File: src/rtl/branch_pkg.sv
// Shared definitions for the branch resolve unit: condition codes,
// FSM encoding and flag register layout.
package branch_pkg;

  localparam logic [2:0] COND_ALWAYS = 3'b000;
  localparam logic [2:0] COND_EQ     = 3'b001;
  localparam logic [2:0] COND_NE     = 3'b010;
  localparam logic [2:0] COND_GT     = 3'b011;
  localparam logic [2:0] COND_LT     = 3'b100;
  localparam logic [2:0] COND_GE     = 3'b101;
  localparam logic [2:0] COND_LE     = 3'b110;
  localparam logic [2:0] COND_NEVER  = 3'b111;

  localparam int FLAG_ZF   = 3;
  localparam int FLAG_NEZF = 2;
  localparam int FLAG_GZF  = 1;
  localparam int FLAG_LZF  = 0;

  localparam logic [3:0] FLAG_RST = 4'b1000;

  typedef enum logic [1:0] {
    ST_IDLE,
    ST_EVAL,
    ST_LINK,
    ST_DONE
  } state_t;

endpackage

File: src/rtl/branch_cond_eval.sv
// Combinational condition evaluator: maps a condition code and the
// flag vector {zf,nezf,gzf,lzf} to a take decision.
module branch_cond_eval
  import branch_pkg::*;
(
  input  logic [2:0] cond,
  input  logic [3:0] flags,
  output logic       take
);

  // decode condition against the snapshot flags
  always_comb begin
    take = 1'b0;
    unique case (cond)
      COND_ALWAYS: take = 1'b1;
      COND_EQ:     take = flags[FLAG_ZF];
      COND_NE:     take = flags[FLAG_NEZF];
      COND_GT:     take = flags[FLAG_GZF];
      COND_LT:     take = flags[FLAG_LZF];
      COND_GE:     take = flags[FLAG_GZF] | flags[FLAG_ZF];
      COND_LE:     take = flags[FLAG_LZF] | flags[FLAG_ZF];
      COND_NEVER:  take = 1'b0;
      default:     take = 1'b0;
    endcase
  end

endmodule

File: src/rtl/branch_resolve.sv
// Branch resolve unit: flag register, program counter and branch FSM.
// Optional statistics counters are enabled by defining BRANCH_STATS_EN.
module branch_resolve
  import branch_pkg::*;
#(
  parameter int              PC_W     = 16,
  parameter logic [PC_W-1:0] RESET_PC = '0
) (
  input  logic            clk,
  input  logic            rst,
  input  logic            zf,
  input  logic            nezf,
  input  logic            gzf,
  input  logic            lzf,
  input  logic            flag_we,
  input  logic            pc_advance,
  input  logic            br_valid,
  output logic            br_ready,
  input  logic [2:0]      br_cond,
  input  logic            br_abs,
  input  logic            br_link,
  input  logic [PC_W-1:0] br_imm,
  input  logic [PC_W-1:0] br_reg,
  output logic [PC_W-1:0] pc,
  output logic            redirect,
  output logic            taken,
  output logic            link_we,
  output logic [PC_W-1:0] link_data,
`ifdef BRANCH_STATS_EN
  output logic [15:0]     stat_total,
  output logic [15:0]     stat_taken,
`endif
  output logic [3:0]      flags_q
);

  localparam logic [PC_W-1:0] ONE = {{(PC_W-1){1'b0}}, 1'b1};

  state_t          state;
  logic [2:0]      s_cond;
  logic            s_abs;
  logic            s_link;
  logic [PC_W-1:0] s_imm;
  logic [PC_W-1:0] s_reg;
  logic [PC_W-1:0] pc_cap;
  logic [3:0]      s_flags;

  logic [3:0]      flags_in;
  logic            take;
  logic [PC_W-1:0] seq_pc;
  logic [PC_W-1:0] target;
  logic [PC_W-1:0] next_pc;

  assign flags_in = {zf, nezf, gzf, lzf};
  assign seq_pc   = pc_cap + ONE;
  assign target   = s_abs ? s_reg : seq_pc + s_imm;
  assign next_pc  = take ? target : seq_pc;

  branch_cond_eval u_cond (
    .cond  (s_cond),
    .flags (s_flags),
    .take  (take)
  );

  // flag register, writable in every state
  always_ff @(posedge clk or posedge rst) begin
    if (rst) flags_q <= FLAG_RST;
    else if (flag_we) flags_q <= flags_in;
  end

  // branch FSM with registered handshake, redirect and link outputs
  always_ff @(posedge clk or posedge rst) begin
    if (rst) begin
      state     <= ST_IDLE;
      pc        <= RESET_PC;
      br_ready  <= 1'b1;
      redirect  <= 1'b0;
      taken     <= 1'b0;
      link_we   <= 1'b0;
      link_data <= '0;
      s_cond    <= COND_NEVER;
      s_abs     <= 1'b0;
      s_link    <= 1'b0;
      s_imm     <= '0;
      s_reg     <= '0;
      pc_cap    <= '0;
      s_flags   <= FLAG_RST;
    end else begin
      unique case (state)
        ST_IDLE: begin
          if (br_valid) begin
            s_cond   <= br_cond;
            s_abs    <= br_abs;
            s_link   <= br_link;
            s_imm    <= br_imm;
            s_reg    <= br_reg;
            pc_cap   <= pc;
            s_flags  <= flag_we ? flags_in : flags_q;
            br_ready <= 1'b0;
            state    <= ST_EVAL;
          end else if (pc_advance) begin
            pc <= pc + ONE;
          end
        end
        ST_EVAL: begin
          if (take && s_link) begin
            link_we   <= 1'b1;
            link_data <= seq_pc;
            state     <= ST_LINK;
          end else begin
            redirect <= 1'b1;
            taken    <= take;
            pc       <= next_pc;
            state    <= ST_DONE;
          end
        end
        ST_LINK: begin
          link_we  <= 1'b0;
          redirect <= 1'b1;
          taken    <= take;
          pc       <= next_pc;
          state    <= ST_DONE;
        end
        ST_DONE: begin
          redirect <= 1'b0;
          taken    <= 1'b0;
          br_ready <= 1'b1;
          state    <= ST_IDLE;
        end
        default: state <= ST_IDLE;
      endcase
    end
  end

`ifdef BRANCH_STATS_EN
  // saturating counters of resolved and taken branches
  always_ff @(posedge clk or posedge rst) begin
    if (rst) begin
      stat_total <= '0;
      stat_taken <= '0;
    end else if (redirect) begin
      if (stat_total != 16'hFFFF) stat_total <= stat_total + 16'd1;
      if (taken && stat_taken != 16'hFFFF)
        stat_taken <= stat_taken + 16'd1;
    end
  end
`endif

endmodule

File: config.mk
export PLATFORM = sky130hd
export DESIGN_NAME = branch_resolve
export DESIGN_NICKNAME = d
export VERILOG_FILES = /design/src/rtl/branch_pkg.sv /design/src/rtl/branch_cond_eval.sv /design/src/rtl/branch_resolve.sv
export SDC_FILE = /design/constraint.sdc
export NUM_CORES = 1
export LEC_CHECK = 0
export CAP_MARGIN = 20
export CORE_MARGIN = 10
export CORE_UTILIZATION = 55
export CTS_CLUSTER_DIAMETER = 80
export CTS_CLUSTER_SIZE = 25
export DETAILED_ROUTE_END_ITERATION = 6
export PLACE_DENSITY = 0.79
export SYNTH_ARGS = -nofsm -noshare
export SYNTH_HDL_FRONTEND = slang
export SYNTH_SLANG_ARGS = --single-unit
File: constraint.sdc
create_clock -name clk -period 3.4 [get_ports clk]
set_clock_uncertainty 0.05 [all_clocks]
set_input_delay 0.34 -clock clk [delete_from_list [all_inputs] [get_ports clk]]
set_output_delay 0.34 -clock clk [all_outputs]
set_load 0.005 [all_outputs]
# == Word level (Yosys, flattened, before mapping) ==
# Cells that the tools add are included.
# totals
reg_bits,99
input_bits,46
out_inout_bits,40
# op_classes
addsub,3
n_eq_ne,15
n_mux,19
bitwise_logic,2
reduce_logical,13
# op_table
cell,n
$mux 16,5
$pmux 16 s3,1
$add 16x1->16 const B,2
$add 16x16->16,1
$eq 3x3->1 const B,4
$ne 2x2->1 const B,5
$reduce_and 2->1,5
$pmux 1 s8,1
$pmux 2 s4,1
$eq 3x2->1 const B,2
$pmux 1 s3,2
$reduce_bool 3->1,2
$mux 1,5
$eq 2x2->1 const B,2
$mux 4,1
$pmux 1 s2,2
$reduce_and 4->1,1
$reduce_bool 2->1,2
$eq 3x1->1 const B,1
$logic_not 3->1,1
$eq 2x1->1 const B,1
$logic_not 2->1,1
$mux 2,1
$or 1x1->1,2
$logic_and 1x1->1,1

# == Depth between registers and ports, before layout ==
# Gate-level depths: netlist (run 1).
# depth
ltp_word,6
mapped_depth,13
ltp_nobuf,12

# == By module ==
# Synthesis (run 1) repeated with hierarchy kept, for this count alone.
# unflattened
hier_cells,554
area_unflattened_um2,5627.9
# by_module_without_submodules
module,n_inst,cells_each,area_each_um2,seq_area_each_um2
branch_resolve,1,546,5571.6,2484.9
branch_cond_eval,1,8,56.3,0.0

# == Worst setup path before layout (run 1) ==
# Ideal clock, no wire load.
# synth_path
path_type,reg-to-reg
start,register pc_cap[2]
end,register pc[10]
setup_ns,0.094
arrival_time_ns,2.880
required_ns,3.256
path_slack_ns,0.376
path_stages_with_launch,14
path_buffers,2
synth_period_minus_slack_ns,3.024
cell_sequence,dfrtp_1 > nand3_1 > or2_2 > clkbuf_1 > nor2_1 > xor2_1 > ha_1 > clkbuf_1 > a21oi_1 > nand2_1 > o2111ai_1 > nor2_1 > or3_1 > a211oi_1
# synth_between
elab_chain_len,6
# synth_lines
element,line,source
"start, declared",branch_resolve.sv:44,logic [PC_W-1:0] pc_cap;
"start signal, assigned",branch_resolve.sv:96,pc_cap <= pc;
$add 16x1->16 *,branch_resolve.sv:54,assign seq_pc = pc_cap + ONE;
via seq_pc[7],branch_resolve.sv:49,logic [PC_W-1:0] seq_pc;
$add 16x16->16 *,branch_resolve.sv:55,assign target = s_abs ? s_reg : seq_pc + s_imm;
$mux 16 *,branch_resolve.sv:55,
$mux 16 *,branch_resolve.sv:56,assign next_pc = take ? target : seq_pc;
$mux 16,branch_resolve.sv:105,if (take && s_link) begin
$pmux 16 s3 *,branch_resolve.sv:88,unique case (state)
"end signal, assigned",branch_resolve.sv:101,pc <= pc + ONE;
"end signal, assigned",branch_resolve.sv:112,pc <= next_pc;
"end signal, assigned",branch_resolve.sv:120,pc <= next_pc;
"end, declared",branch_resolve.sv:24,"output logic [PC_W-1:0] pc,"
# The timed path passes the listed nets; every way through them passes the cells marked *. The select of a mux whose other input is x is not followed.
# A chain may end at the register's enable or synchronous reset.

# == Worst setup path in the final report (run 1) ==
# layout_path
start,register pc_cap[1]
end,register pc[9]
# The elaborated chain is that of the path after synthesis.

==> results of run 1 <==
## area by class of cell
type	instances	area, µm²
Multi-Input combinational cell	434	3090
Fill cell	772	3210
Clock inverter	5	52.6
Sequential cell	99	2490
Clock buffer	11	141
Inverter	19	73.8
Timing Repair Buffer	102	1000
Tap cell	136	170
## report_power, final
part / internal [W] / switching (W) / total, W
Clock: 0.000357 / 0.000411 / 0.000768
Sequential: 0.00180 / 0.000651 / 0.00245
Combinational: 0.00237 / 0.00260 / 0.00498
Total: 0.00453 / 0.00367 / 0.00820
## per-stage QoR
stage / std cells / hold slack, ns / util [%]
5_1_grt: 806 / 0.352 / 68.6
3_5_place_dp: 790 / 0.414 / 66.4
3_3_place_gp: 790 / 0.406 / 66.4
4_1_cts: 806 / 0.325 / 68.3
6_report: 806 / 0.306 / 68.6
2_1_floorplan: 575 / 0.420 / -
## how the worst max path moves through the flow
stage / end / slack [ns] / cells after the start
6_report: pc[9]$_DFFE_PP0P_ / 0.20 / 11
5_1_grt: pc[9]$_DFFE_PP0P_ / 0.009 / 11
4_1_cts: pc[9]$_DFFE_PP0P_ / 0.1 / 11
3_5_place_dp: pc[9]$_DFFE_PP0P_ / 0.12 / 11
3_3_place_gp: pc[9]$_DFFE_PP0P_ / 0.29 / 11
2_1_floorplan: pc[10]$_DFFE_PP0P_ / 0.38 / 13
## metal layers
layer | vias up | GRT usage [%]
met2 | 170 | 31.2
li1 | 2260 | -
met3 | 27 | 3.47
met4 | 0 | 8.12
met1 | 2286 | 28.4
met5 | - | 0
## kinds of logic after synthesis
| group | after synthesis | synth area share [%] |
|---|---|---|
| adder cells (fa/ha/maj) | 28 | 6.27 |
| buffers and inverters | 42 | 3.03 |
| AO/OA/AOI/OAI | 131 | 14.7 |
| XOR/XNOR | 27 | 4.14 |
| multiplexers | 69 | 13.4 |
| AND/OR/NAND/NOR | 179 | 14.9 |
| flip-flops | 99 | 43.5 |
## worst register-to-register path: stages, from the launching register on
cell,delay (ns)
dfrtp_1,0.43
ha_1,0.23
and4_1,0.32
nand2_1,0.12
xnor2_2,0.27
ha_1,0.38
a21oi_1,0.17
o211ai_1,0.16
a221oi_1,0.33
xor2_1,0.18
a221oi_1,0.10
a221o_1,0.34
## cell usage in the layout (no fill, tap or decap), types with 18 or more instances in the layout
master / count
mux2_2: 60
o21ai_0: 28
clkdlybuf4s50_1: 85
nand2_1: 69
nand3_1: 19
inv_1: 18
ha_1: 26
dfrtp_1: 92
a21oi_1: 38
nor2_1: 33
==> impl_metrics.py, run 1 <==
metrics = {
    "hold_path": {
        "hp-class": "in -> async",
    },
    "power": {
        "finalPower_w": 0.00820,
        "ir_drop_mv": 0.498,
        "pwr_density_cell_nw_per_um2": 1170,
        "power_leakage_nw": 2.97,
    },
    "clock_tree": {
        "cts_buffers": 9,
        "clkTransAtPathRegs_ns": 0.10,
        "htree_levels": 3,
        "max-clock-path-buffers": 2,
        "cts.sinks": 99,
        "post_cts_resized": 0,
        "cts_tree": "built",
        "clock_latency_ns": 0.38,
        "cts_hold_buffers": 0,
        "postCtsSetupRepairBufs": 0,
        "clockRootBuffer": "clkbuf_8",
    },
    "synth": {
        "syn_area_um2": 5710,
        "avgSynthCellArea_um2": 9.92,
        "synthCells": 575,
        "yosysTopAreaCell": "dfrtp_1",
        "synth.most_common_cell": "dfrtp_1",
        "async_flop_share_pct": 100,
        "synth_top_cell_area_share_pct": 40.8,
        "synth_nets": 649,
        "ys.flop_type": "dfrtp_1",
        "synth-seq-cells": 99,
        "synth_common_cells": "93 x dfrtp_1, 70 x nand2_1, 60 x mux2_2, 39 x a21oi_1, 33 x nor2_1",
        "synth.area.top_cells": "dfrtp_1 41%, mux2_2 12%, ha_1 5.9%, nand2_1 4.6%, a21oi_1 3.4%",
        "yosysSeqAreaShare_pct": 43.5,
        "ys_types": 61,
        "synth_edf_count": 0,
        "yosysWarnings": 0,
    },
    "global_routing": {
        "gr-usage-all-layers_pct": 20.5,
        "antenna_found_initial": 0,
        "grt_max_degree": 55,
        "grt-ovfl-total": 0,
        "grt_pass1_wl_um": 24300,
        "grt_pass1_vias": 4670,
    },
    "floorplanning": {
        "rows": 37,
        "start_util_pct": 55.8,
        "core_um2": 10200,
        "ios": 86,
        "fp.dieH_um": 122,
        "die_x_um": 122,
        "die_area_um2": 14800,
    },
    "routing": {
        "wirelength_um": 14800,
        "wl_met3_um": 949,
        "ant_nets": 0,
        "via_per_inst": 5.88,
        "vias": 4743,
        "top_layer_used": "met4",
        "met1_length_um": 6760,
        "wl_met2_um": 6720,
        "drtIter0Drc": 460,
        "drc_errors": 0,
        "drt_first_pass_iters": 6,
        "routedWlPerCell_um": 18.3,
    },
    "setup_path": {
        "timing.rr.end": "pc[9]$_DFFE_PP0P_",
        "crit_chain": "ha_1 > and4_1 > nand2_1 > xnor2_2 > ha_1 > a21oi_1 > o211ai_1 > a221oi_1 > xor2_1 > a221oi_1 > a221o_1",
        "crit_buf_inv": 0,
        "reg2reg_depth": 11,
        "startpoint": "pc_cap[1]$_DFFE_PP0P_",
        "critPathSlowestCell": "dfrtp_1",
        "startpoint_type": "flop",
        "end_kind": "flop",
        "worstPathMaxFanout": 7,
        "arrival_ns": 3.42,
        "path_class": "reg -> reg",
        "crit_required_ns": 3.62,
        "r2r_slack_ns": 0.20,
        "worstReg2RegStart": "pc_cap[1]$_DFFE_PP0P_",
        "timing.critical_path.slowest_cell_delay_ns": 0.43,
        "crit_family": "compound AO/OA/AOI/OAI gates",
    },
    "place": {
        "dp_hpwl_um": 11400,
        "place_ws_ns": 0.125,
        "gp_congestion": 0.900,
        "io_buffers": 85,
        "place_area_um2": 6790,
    },
    "timing": {
        "setup_viol": 0,
        "hold_violations": 0,
        "setup_tns_ns": 0,
        "fin_crit_sh_pct": 94.2,
        "slew_headroom_pct": 57.2,
        "period_needed_ns": 3.20,
        "fmaxAchievable_mhz": 312,
        "slew_violations": 0,
        "tightestPinTransition_ns": 0.641,
        "rsz0062_at_grt": "false",
        "setup_ws_ns": 0.196,
    },
    "cells_and_area": {
        "fin_area_um2": 7020,
        "diodes": 0,
        "layout-drive-gt1-share_pct": 17.8,
        "area_delta_synth_final_pct": 23.0,
        "num-nets-final": 739,
    },
    "flow_run": {
        "cap_violations": 0,
    },
    "run_status": {
        "outcome": "complete, no violations",
    },
}
No activity file was read; power rests on OpenSTA's default activity.
==> inputs of run 2 (changes only) <==
--- a/config.mk
+++ b/config.mk
@@ -5,7 +5,6 @@
 export SDC_FILE = /design/constraint.sdc
 export NUM_CORES = 1
 export LEC_CHECK = 0
-export CAP_MARGIN = 20
 export CORE_MARGIN = 10
 export CORE_UTILIZATION = 55
 export CTS_CLUSTER_DIAMETER = 80
==> results of run 2 <==
The final DEF is identical to that of run 1; final timing and power are the same.
